File: config.mk
export PLATFORM = sky130hd
export DESIGN_NAME = control_unit_flat
export DESIGN_NICKNAME = d
export VERILOG_FILES = /design/src/rtl/cu_pkg.sv /design/src/rtl/control_unit_if.sv /design/src/rtl/cu_regfile.sv /design/src/rtl/control_unit.sv /design/src/flat_wrapper.sv
export SDC_FILE = /design/constraint.sdc
export NUM_CORES = 1
export LEC_CHECK = 0
export BUFFER_PORTS_ARGS = -buffer_cell sky130_fd_sc_hd__buf_2
export CORE_ASPECT_RATIO = 1.4
export CORE_UTILIZATION = 35
export DETAILED_ROUTE_END_ITERATION = 10
export PLACE_DENSITY = 0.58
export SYNTH_ARGS = -nofsm -noshare
export SYNTH_HDL_FRONTEND = slang
export SYNTH_SLANG_ARGS = --single-unit
File: constraint.sdc
create_clock -name clk -period 2.4 [get_ports clk]
set_clock_uncertainty 0.1 [all_clocks]
set_input_delay 0.12 -clock clk [delete_from_list [all_inputs] [get_ports clk]]
set_output_delay 0.12 -clock clk [all_outputs]
set_load 0.01 [all_outputs]
File: src/rtl/cu_pkg.sv
`default_nettype none
// ============================================================================
//  Module      : cu_pkg
//  Description : Shared opcode constants, instruction field positions and the
//                FSM state type for the control unit and its register file.
//  Revision    : 1.0 - initial release
// ============================================================================
package cu_pkg;

    // Opcode map: 0000 loads an immediate, 1111 is a no-op, everything in
    // between is forwarded to the external ALU unchanged.
    localparam logic [3:0] c_OP_LDI     = 4'h0;
    localparam logic [3:0] c_OP_ALU_MIN = 4'h1;
    localparam logic [3:0] c_OP_ALU_MAX = 4'hE;
    localparam logic [3:0] c_OP_NOP     = 4'hF;

    // Instruction field positions (imm overlaps rb and the unused low bits).
    localparam int c_OP_MSB  = 11;
    localparam int c_OP_LSB  = 8;
    localparam int c_RD_MSB  = 7;
    localparam int c_RD_LSB  = 6;
    localparam int c_RA_MSB  = 5;
    localparam int c_RA_LSB  = 4;
    localparam int c_RB_MSB  = 3;
    localparam int c_RB_LSB  = 2;
    localparam int c_IMM_MSB = 3;
    localparam int c_IMM_LSB = 0;

    typedef enum logic [1:0] {
        S_IDLE  = 2'd0,
        S_ISSUE = 2'd1,
        S_WAIT  = 2'd2,
        S_WB    = 2'd3
    } cu_state_t;

    function automatic logic is_alu_op(input logic [3:0] op);
        return (op >= c_OP_ALU_MIN) && (op <= c_OP_ALU_MAX);
    endfunction

endpackage
`default_nettype wire

File: src/rtl/control_unit_if.sv
`default_nettype none
// ============================================================================
//  Module      : control_unit_if
//  Description : Instruction handshake, ALU issue/return and writeback bus of
//                the control unit.
//                slave  : seen by control_unit (accepts instructions, drives
//                         ALU operands, writeback and flags)
//                master : seen by the instruction source / ALU side
//  Revision    : 1.0 - initial release
// ============================================================================
interface control_unit_if;
    logic        instr_valid;
    logic [11:0] instr;
    logic        instr_ready;
    logic [3:0]  alu_a;
    logic [3:0]  alu_b;
    logic [3:0]  alu_op;
    logic [3:0]  alu_result;
    logic [4:0]  alu_status;
    logic        wb_valid;
    logic [1:0]  wb_addr;
    logic [3:0]  wb_data;
    logic [4:0]  flags;

    modport slave (
        input  instr_valid, instr, alu_result, alu_status,
        output instr_ready, alu_a, alu_b, alu_op,
               wb_valid, wb_addr, wb_data, flags
    );

    modport master (
        output instr_valid, instr, alu_result, alu_status,
        input  instr_ready, alu_a, alu_b, alu_op,
               wb_valid, wb_addr, wb_data, flags
    );
endinterface
`default_nettype wire

File: src/rtl/cu_regfile.sv
`default_nettype none
// ============================================================================
//  Module      : cu_regfile
//  Description : 4 x 4-bit register file, two combinational read ports and
//                one synchronous write port, synchronous reset to zero.
//  Ports       : clk, rst                  clock / sync active-high reset
//                i_ra_addr -> o_ra_data    read port A
//                i_rb_addr -> o_rb_data    read port B
//                i_we, i_wr_addr, i_wr_data write port
//  Revision    : 1.0 - initial release
// ============================================================================
module cu_regfile (
    input  wire logic       clk,
    input  wire logic       rst,
    input  wire logic [1:0] i_ra_addr,
    output logic [3:0]      o_ra_data,
    input  wire logic [1:0] i_rb_addr,
    output logic [3:0]      o_rb_data,
    input  wire logic       i_we,
    input  wire logic [1:0] i_wr_addr,
    input  wire logic [3:0] i_wr_data
);

    logic [3:0] r_mem [4];

    always_ff @(posedge clk) begin
        if (rst) begin
            for (int i = 0; i < 4; i++) begin
                r_mem[i] <= '0;
            end
        end else if (i_we) begin
            r_mem[i_wr_addr] <= i_wr_data;
        end
    end

    assign o_ra_data = r_mem[i_ra_addr];
    assign o_rb_data = r_mem[i_rb_addr];

endmodule
`default_nettype wire

File: src/rtl/control_unit.sv
`default_nettype none
// ============================================================================
//  Module      : control_unit
//  Description : Sequencer for a 4-register machine. Accepts one instruction
//                at a time, issues ALU ops to an external ALU, waits ALU_LAT
//                cycles and writes the result back; LDI writes an immediate.
//  Ports       : clk, rst   clock / synchronous active-high reset
//                bus        control_unit_if.slave (instruction handshake,
//                           ALU operands/result, writeback, flags)
//  Revision    : 1.0 - initial release
// ============================================================================
module control_unit
    import cu_pkg::*;
#(
    parameter int ALU_LAT = 1
) (
    input  wire logic     clk,
    input  wire logic     rst,
    control_unit_if.slave bus
);

    localparam logic [2:0] c_WAIT_INIT = 3'(ALU_LAT - 1);

    cu_state_t  r_state;
    cu_state_t  w_state_nxt;
    logic [2:0] r_wait_cnt;
    logic [1:0] r_rd;
    logic [3:0] r_imm;
    logic       r_is_ldi;
    logic [3:0] r_alu_a;
    logic [3:0] r_alu_b;
    logic [3:0] r_alu_op;
    logic       r_wb_valid;
    logic [1:0] r_wb_addr;
    logic [3:0] r_wb_data;
    logic [4:0] r_flags;

    logic [3:0] w_op;
    logic [1:0] w_rd;
    logic [3:0] w_ra_data;
    logic [3:0] w_rb_data;
    logic       w_accept;
    logic       w_wb_we;
    logic [3:0] w_wb_data;

    assign w_op     = bus.instr[c_OP_MSB:c_OP_LSB];
    assign w_rd     = bus.instr[c_RD_MSB:c_RD_LSB];
    assign w_accept = (r_state == S_IDLE) && bus.instr_valid;
    assign w_wb_we  = (r_state == S_WB);
    assign w_wb_data = r_is_ldi ? r_imm : bus.alu_result;

    // The write lands on the WB->IDLE edge and reads are combinational, so an
    // instruction accepted in the following IDLE cycle sees the new value.
    cu_regfile u_regfile (
        .clk       (clk),
        .rst       (rst),
        .i_ra_addr (bus.instr[c_RA_MSB:c_RA_LSB]),
        .o_ra_data (w_ra_data),
        .i_rb_addr (bus.instr[c_RB_MSB:c_RB_LSB]),
        .o_rb_data (w_rb_data),
        .i_we      (w_wb_we),
        .i_wr_addr (r_rd),
        .i_wr_data (w_wb_data)
    );

    always_comb begin
        w_state_nxt = r_state;
        case (r_state)
            S_IDLE: begin
                if (bus.instr_valid) begin
                    if (w_op == c_OP_LDI) begin
                        w_state_nxt = S_WB;
                    end else if (is_alu_op(w_op)) begin
                        w_state_nxt = S_ISSUE;
                    end
                end
            end
            S_ISSUE: w_state_nxt = S_WAIT;
            S_WAIT: begin
                if (r_wait_cnt == 3'd0) begin
                    w_state_nxt = S_WB;
                end
            end
            S_WB:    w_state_nxt = S_IDLE;
            default: w_state_nxt = S_IDLE;
        endcase
    end

    always_ff @(posedge clk) begin
        if (rst) begin
            r_state    <= S_IDLE;
            r_wait_cnt <= '0;
            r_rd       <= '0;
            r_imm      <= '0;
            r_is_ldi   <= 1'b0;
            r_alu_a    <= '0;
            r_alu_b    <= '0;
            r_alu_op   <= '0;
            r_wb_valid <= 1'b0;
            r_wb_addr  <= '0;
            r_wb_data  <= '0;
            r_flags    <= '0;
        end else begin
            r_state    <= w_state_nxt;
            r_wb_valid <= 1'b0;

            if (w_accept && (w_op == c_OP_LDI)) begin
                r_rd     <= w_rd;
                r_imm    <= bus.instr[c_IMM_MSB:c_IMM_LSB];
                r_is_ldi <= 1'b1;
            end else if (w_accept && is_alu_op(w_op)) begin
                // Operands stay on alu_* until the next accepted ALU op.
                r_rd     <= w_rd;
                r_is_ldi <= 1'b0;
                r_alu_a  <= w_ra_data;
                r_alu_b  <= w_rb_data;
                r_alu_op <= w_op;
            end

            if (r_state == S_ISSUE) begin
                r_wait_cnt <= c_WAIT_INIT;
            end else if ((r_state == S_WAIT) && (r_wait_cnt != 3'd0)) begin
                r_wait_cnt <= r_wait_cnt - 3'd1;
            end

            if (r_state == S_WB) begin
                r_wb_valid <= 1'b1;
                r_wb_addr  <= r_rd;
                r_wb_data  <= w_wb_data;
                if (!r_is_ldi) begin
                    r_flags <= bus.alu_status;
                end
            end
        end
    end

    assign bus.instr_ready = (r_state == S_IDLE);
    assign bus.alu_a       = r_alu_a;
    assign bus.alu_b       = r_alu_b;
    assign bus.alu_op      = r_alu_op;
    assign bus.wb_valid    = r_wb_valid;
    assign bus.wb_addr     = r_wb_addr;
    assign bus.wb_data     = r_wb_data;
    assign bus.flags       = r_flags;

endmodule
`default_nettype wire

File: src/flat_wrapper.sv
// flat-port wrapper written by rule: the top's interface ports become plain ports
module control_unit_flat import cu_pkg::*;
#(
    parameter int ALU_LAT = 1
)
  (clk, rst, bus_instr_valid, bus_instr, bus_alu_result, bus_alu_status, bus_instr_ready, bus_alu_a, bus_alu_b, bus_alu_op, bus_wb_valid, bus_wb_addr, bus_wb_data, bus_flags);
  control_unit_if bus_i ();
  input  wire logic clk;
  input  wire logic rst;
  input wire logic [$bits(bus_i.instr_valid)-1:0] bus_instr_valid;
  input wire logic [$bits(bus_i.instr)-1:0] bus_instr;
  input wire logic [$bits(bus_i.alu_result)-1:0] bus_alu_result;
  input wire logic [$bits(bus_i.alu_status)-1:0] bus_alu_status;
  output wire logic [$bits(bus_i.instr_ready)-1:0] bus_instr_ready;
  output wire logic [$bits(bus_i.alu_a)-1:0] bus_alu_a;
  output wire logic [$bits(bus_i.alu_b)-1:0] bus_alu_b;
  output wire logic [$bits(bus_i.alu_op)-1:0] bus_alu_op;
  output wire logic [$bits(bus_i.wb_valid)-1:0] bus_wb_valid;
  output wire logic [$bits(bus_i.wb_addr)-1:0] bus_wb_addr;
  output wire logic [$bits(bus_i.wb_data)-1:0] bus_wb_data;
  output wire logic [$bits(bus_i.flags)-1:0] bus_flags;
  assign bus_i.instr_valid = bus_instr_valid;
  assign bus_i.instr = bus_instr;
  assign bus_i.alu_result = bus_alu_result;
  assign bus_i.alu_status = bus_alu_status;
  assign bus_instr_ready = bus_i.instr_ready;
  assign bus_alu_a = bus_i.alu_a;
  assign bus_alu_b = bus_i.alu_b;
  assign bus_alu_op = bus_i.alu_op;
  assign bus_wb_valid = bus_i.wb_valid;
  assign bus_wb_addr = bus_i.wb_addr;
  assign bus_wb_data = bus_i.wb_data;
  assign bus_flags = bus_i.flags;
  control_unit #(.ALU_LAT(ALU_LAT)) u_core (.clk(clk), .rst(rst), .bus(bus_i));
endmodule
# Word-level counts from Yosys, hierarchy flattened
# Memories as Yosys holds them, arrays and structs flattened. A register that Yosys moved wholly into a read port is not among the register bits.
# Cells that the tools add are included.
# W data, S select, Z words.
# totals
ff_bits	28
mem_bits_rw	16
out_inout_bits	25
elab_cells	55
memories	1
# memory_table
memory	words	word_bits	rd	rd_clocked_by_memory_dff	write_ports	line_no	text
u_core.u_regfile.r_mem	4	4	2	2	4	cu_regfile.sv:24	logic [3:0] r_mem [4];
# op_classes
add_sub_neg	1
magnitude_cmp	2
n_eq_ne	6
n_mux	18
bitwise_logic	2
reduce_logical	15
# op_table
cell	n
$mux W2	7
$mux W1	8
$mux W4	2
$pmux W2 S4	1
$logic_and A1 B1 Y1	5
$eq A2 B2 Y1 const B	2
$ge A4 B1 Y1 const B	1
$le A4 B4 Y1 const B	1
$logic_not A4 Y1	1
$reduce_and A2 Y1	2
$reduce_or A4 Y1	1
$logic_not A3 Y1	1
$ne A3 B1 Y1 const B	1
$reduce_and A3 Y1	1
$reduce_bool A3 Y1	1
$sub A3 B1 Y3 const B	1
$eq A2 B1 Y1 const B	1
$logic_not A2 Y1	1
$ne A2 B1 Y1 const B	1
$ne A2 B2 Y1 const B	1
$not A1 Y1	2
$reduce_bool A2 Y1	1
$reduce_or A2 Y1	1

# Longest topological paths before layout
# depth
depth_word	6
mapped_depth	8
depth_no_buf	7

# By module
# From an unflattened synthesis, not the netlist that was laid out.
# unflattened
cells_unflattened	206
hier_area_um2	2364.8
# by_module_without_submodules
mod	n_inst	cells_per_inst	area_per_inst_um2
control_unit	1	156	1485.2
cu_regfile	1	50	879.6

# Worst setup path after synthesis
# No wires, ideal clock.
# synth_timing
path_kind	register to register
from	reg u_core.r_state[0]
to	mem u_core.u_regfile.r_mem[0][0] (enable)
t_arrival_ps	1436
t_required_ps	1992
slack_ps	556
path_stages_with_launch	6
n_path_buf	1
period_less_slack_ps	1844
path_cell_list	dfxtp_1 -> ha_1 -> nor2b_1 -> buf_2 -> or3b_1 -> nand2_1
# synth_lines
element	line_no	text
start, declared	control_unit.sv:24	cu_state_t r_state;
start signal, assigned	control_unit.sv:104	r_state <= w_state_nxt;
end, declared	cu_regfile.sv:24	

# Worst setup path in the final report
# layout_timing
from	reg u_core.r_state[0]
to	reg u_core.r_alu_b[0] (netlist: u_core.bus.alu_b[0]), read port of u_core.u_regfile.r_mem
# layout_via
elab_chain_len	5
# layout_rtl
element	line_no	text
$logic_not A2 Y1 *	control_unit.sv:48	assign w_accept = (r_state == S_IDLE) && bus.instr_valid;
$logic_and A1 B1 Y1 *	control_unit.sv:48	
$logic_and A1 B1 Y1	control_unit.sv:107	if (w_accept && (w_op == c_OP_LDI)) begin
$not A1 Y1 (no source line)	-	
$reduce_and A2 Y1 (no source line) *	-	
end, declared	control_unit.sv:31	logic [3:0] r_alu_b;
# Mark *: on every way between the ends. The rest lies on a longest branch, timed or not.
# A chain may end at the register's enable or synchronous reset.

==> impl_metrics.env <==
export IMPL_route_detailed_drc=0
export IMPL_seq_area_frac_synth_pct=52.8
export IMPL_die_x_um=70.1
export IMPL_clock_sinks=52
export IMPL_syn_mean_instance_area_um2=11.3
export IMPL_syn_nets=231
export IMPL_relSlewSlack_pct=58.1
export IMPL_ir_worst_vdd_mv=0.248
export IMPL_p_per_area_nw_per_um2=731
export IMPL_critical_path_arrival_ns=2.16
export IMPL_power_switching_mw=0.551
export IMPL_grt_pass1_vias=1569
export IMPL_die_area_um2=6830
export IMPL_crit_family="simple AND/OR/NAND/NOR gates"
export IMPL_route_met3_wl_um=148
export IMPL_drt_met1_wl_um=1960
export IMPL_max_freq_mhz=479
export IMPL_fin_hold_ws_ns=0.0286
export IMPL_clock_latency_ns=0.30
export IMPL_critPathRequiredTime_ns=2.47
export IMPL_syn_to_final_growth_pct=21.6
export IMPL_syn_instance_count=201
export IMPL_place_congestion=0.729
export IMPL_synth_top_area_share_pct=31.7
export IMPL_rsz0062_at_grt="no"
export IMPL_ff2ff_path_depth=7
export IMPL_cp_max_fo=9
export IMPL_crit_end="u_core.bus.alu_b[0]"
export IMPL_io_buffers=48
export IMPL_finalCritPeriodShare_pct=87.0
export IMPL_setup_violations=0
export IMPL_yosys_area_top_type="dfxtp_1"
export IMPL_hp_class="input port to register"
export IMPL_setup_tns_final_ns=0
export IMPL_crit_slowest_cell="ha_1"
export IMPL_path_cells="inv_1 -> ha_1 -> nand2_4 -> nor3b_2 -> buf_4 -> mux2i_1 -> nor2_1"
export IMPL_ys_types=38
export IMPL_antenna_found_initial=0
export IMPL_reg2reg_from="u_core.r_state[0]"
export IMPL_htree_levels=2
export IMPL_synth_flop_cell="dfxtp_1"
export IMPL_cts_tree="done"
export IMPL_placementRows=34
export IMPL_wl_per_cell_um=14.0
export IMPL_grt_first_pass_wirelength_um=7610
export IMPL_num_vias=1626
export IMPL_swShare_pct=27.3
export IMPL_synth_edf_count=16
export IMPL_combPwrFrac_pct=20.7
export IMPL_status="finished clean"
export IMPL_power_frac_seq_pct=50.4
export IMPL_n_antenna_cell=0
export IMPL_synthesis_area_um2=2270
export IMPL_startpoint_type="register"
export IMPL_cts_resized=0
export IMPL_post_cts_setup_buffer_count=0
export IMPL_grt_start_max_net_pins=31
export IMPL_cp_startpoint="u_core.r_state[0]"
export IMPL_ys_ff_latch=52
export IMPL_nets=288
export IMPL_drtIter0Drc=42
export IMPL_die_y_um=97.4
export IMPL_route_met2_wl_um=2430
export IMPL_track_usage_pct=14.4
export IMPL_crit_path_end_kind="register"
export IMPL_post_route_min_period_ns=2.09
export IMPL_rrSetupSlack_ns=0.31
export IMPL_io_pins=49
export IMPL_synthArstFlopShare_pct=0
export IMPL_cts_root_buf="clkbuf_8"
export IMPL_top_layer="met4"
export IMPL_cts_inserted_buffers=5
export IMPL_dp_cells=314
export IMPL_yosys_top_cells_area="dfxtp_1, edfxtp_1, mux4_2"
export IMPL_grt_overflow=0
export IMPL_crit_cells=7
export IMPL_dpl_hpwl_um=3520
export IMPL_worst_slew_pin_slew_ns=0.627
export IMPL_p_clk_share_pct=28.9
export IMPL_core_um2=6250
export IMPL_cts_clk_slew_worst_paths_ns=0.09
export IMPL_total_power_mw=2.02
export IMPL_p_int_mw=1.47
export IMPL_design_area_um2=2770
export IMPL_yosys_warnings=0
export IMPL_ant_nets=0
export IMPL_place_area_um2=2570
export IMPL_cap_violations=0
export IMPL_wl_um=4620
export IMPL_cp_num_buf_inv=2
export IMPL_drtPass1Iterations=4
export IMPL_hold_viol=0
export IMPL_maxSlewViolCount=0
export IMPL_rr_endpoint="u_core.bus.alu_b[0]"
export IMPL_start_util_pct=36.4
export IMPL_instances_no_fill=331
export IMPL_viasPerCell=4.91
export IMPL_drive_above_1_share_pct=29.0
export IMPL_clk_path_buf_depth=2
export IMPL_leakagePower_nw=1.19
export IMPL_max_stage_delay_ns=0.38
export IMPL_worstSetupPathType="register to register"
## logic make-up after synthesis
logic type | Yosys count | share of synthesized area, %
multiplexers | 29 | 17.4
flip-flops | 52 | 52.8
buffers and inverters | 20 | 4.23
XOR/XNOR | 1 | 0.385
AO/OA/AOI/OAI | 19 | 6.05
adder cells (fa/ha/maj) | 6 | 3.30
AND/OR/NAND/NOR | 74 | 15.8
## per-layer routing
layer / track usage, % / vias up
li1: - / 819
met1: 15.9 / 768
met2: 26.1 / 33
met3: 3.01 / 6
met4: 6.00 / 0
met5: 0 / -
## per-stage QoR
stage	setup slack [ns]	utilization [%]
3_3_place_gp	0.429	41.1
4_1_cts	0.320	44.2
5_1_grt	0.133	44.2
2_1_floorplan	0.556	-
3_5_place_dp	0.350	41.1
6_report	0.311	44.2
## Yosys cell counts, types with 3 or more instances
cell and instances:
mux4_2 8, dfxtp_1 36, inv_1 9, edfxtp_1 16
mux2_2 4, a21oi_1 6, o21ai_1 4, o221a_1 4
clkbuf_1 4, ha_1 6, mux2i_1 17, nor2_1 34
nand2_1 21, nor2b_1 3
## cell usage in the layout, fill, tap and decap left out, drive strengths merged, types with 6 or more instances in the layout
cell type	count
ha	6
nor2	35
a21oi	6
inv	9
mux4	8
nand2	22
mux2i	17
buf	51
dlygate4sd3	9
dfxtp	36
edfxtp	16
## state kept, by name (all words and copies together) (netlist names), 3 cells and up
signal / flops
u_core.bus.alu_a: 4
u_core.bus.alu_b: 4
u_core.bus.alu_op: 4
u_core.bus.flags: 5
u_core.bus.wb_data: 4
u_core.r_imm: 4
u_core.r_wait_cnt: 3
u_core.u_regfile.r_mem: 16
## layout make-up
type                            instances  area (um^2)
Tap cell                               72         90.1
Inverter                               10         37.5
Clock buffer                            5         68.8
Clock inverter                          3         37.5
Multi-Input combinational cell        129          977
Sequential cell                        52         1200
Timing Repair Buffer                   60          353
Fill cell                             616         3490
## tightest hold or removal path, stage by stage
cell and delay, ns:
buf_2 0.14, nand2_1 0.06, a21oi_1 0.06
## power by group through the flow
stage / logic [mW] / clock network (mW) / registers (mW)
after CTS: 0.422 / 0.605 / 1.02
after detailed placement: 0.409 / 0 / 1.04
after floorplan: 0.281 / 0 / 1.05
final: 0.418 / 0.585 / 1.02
after global routing: 0.460 / 0.642 / 1.03
after global placement: 0.402 / 0 / 1.04
## worst min path at each step
stage | cells past startpoint | from | end | slack [ns]
2_1_floorplan | 2 | bus_instr[0] | u_core.r_imm[0] | 0.16
3_3_place_gp | 3 | bus_instr[6] | u_core.r_rd[0] | 0.25
3_5_place_dp | 3 | bus_alu_status[1] | u_core.bus.flags[1] | 0.27
4_1_cts | 3 | bus_instr[3] | u_core.r_imm[3] | 0.01
5_1_grt | 2 | bus_instr[11] | u_core.bus.alu_op[3] | 0.02
6_report | 3 | bus_instr[3] | u_core.r_imm[3] | 0.03
## what timing repair did
action / 4_1_cts / 5_1_grt
hold buffers: 9 / 0
hold endpoints to repair: 9 / 0
endpoints found under the setup margin: 0 / 0
(Power assumes the default switching activity.)
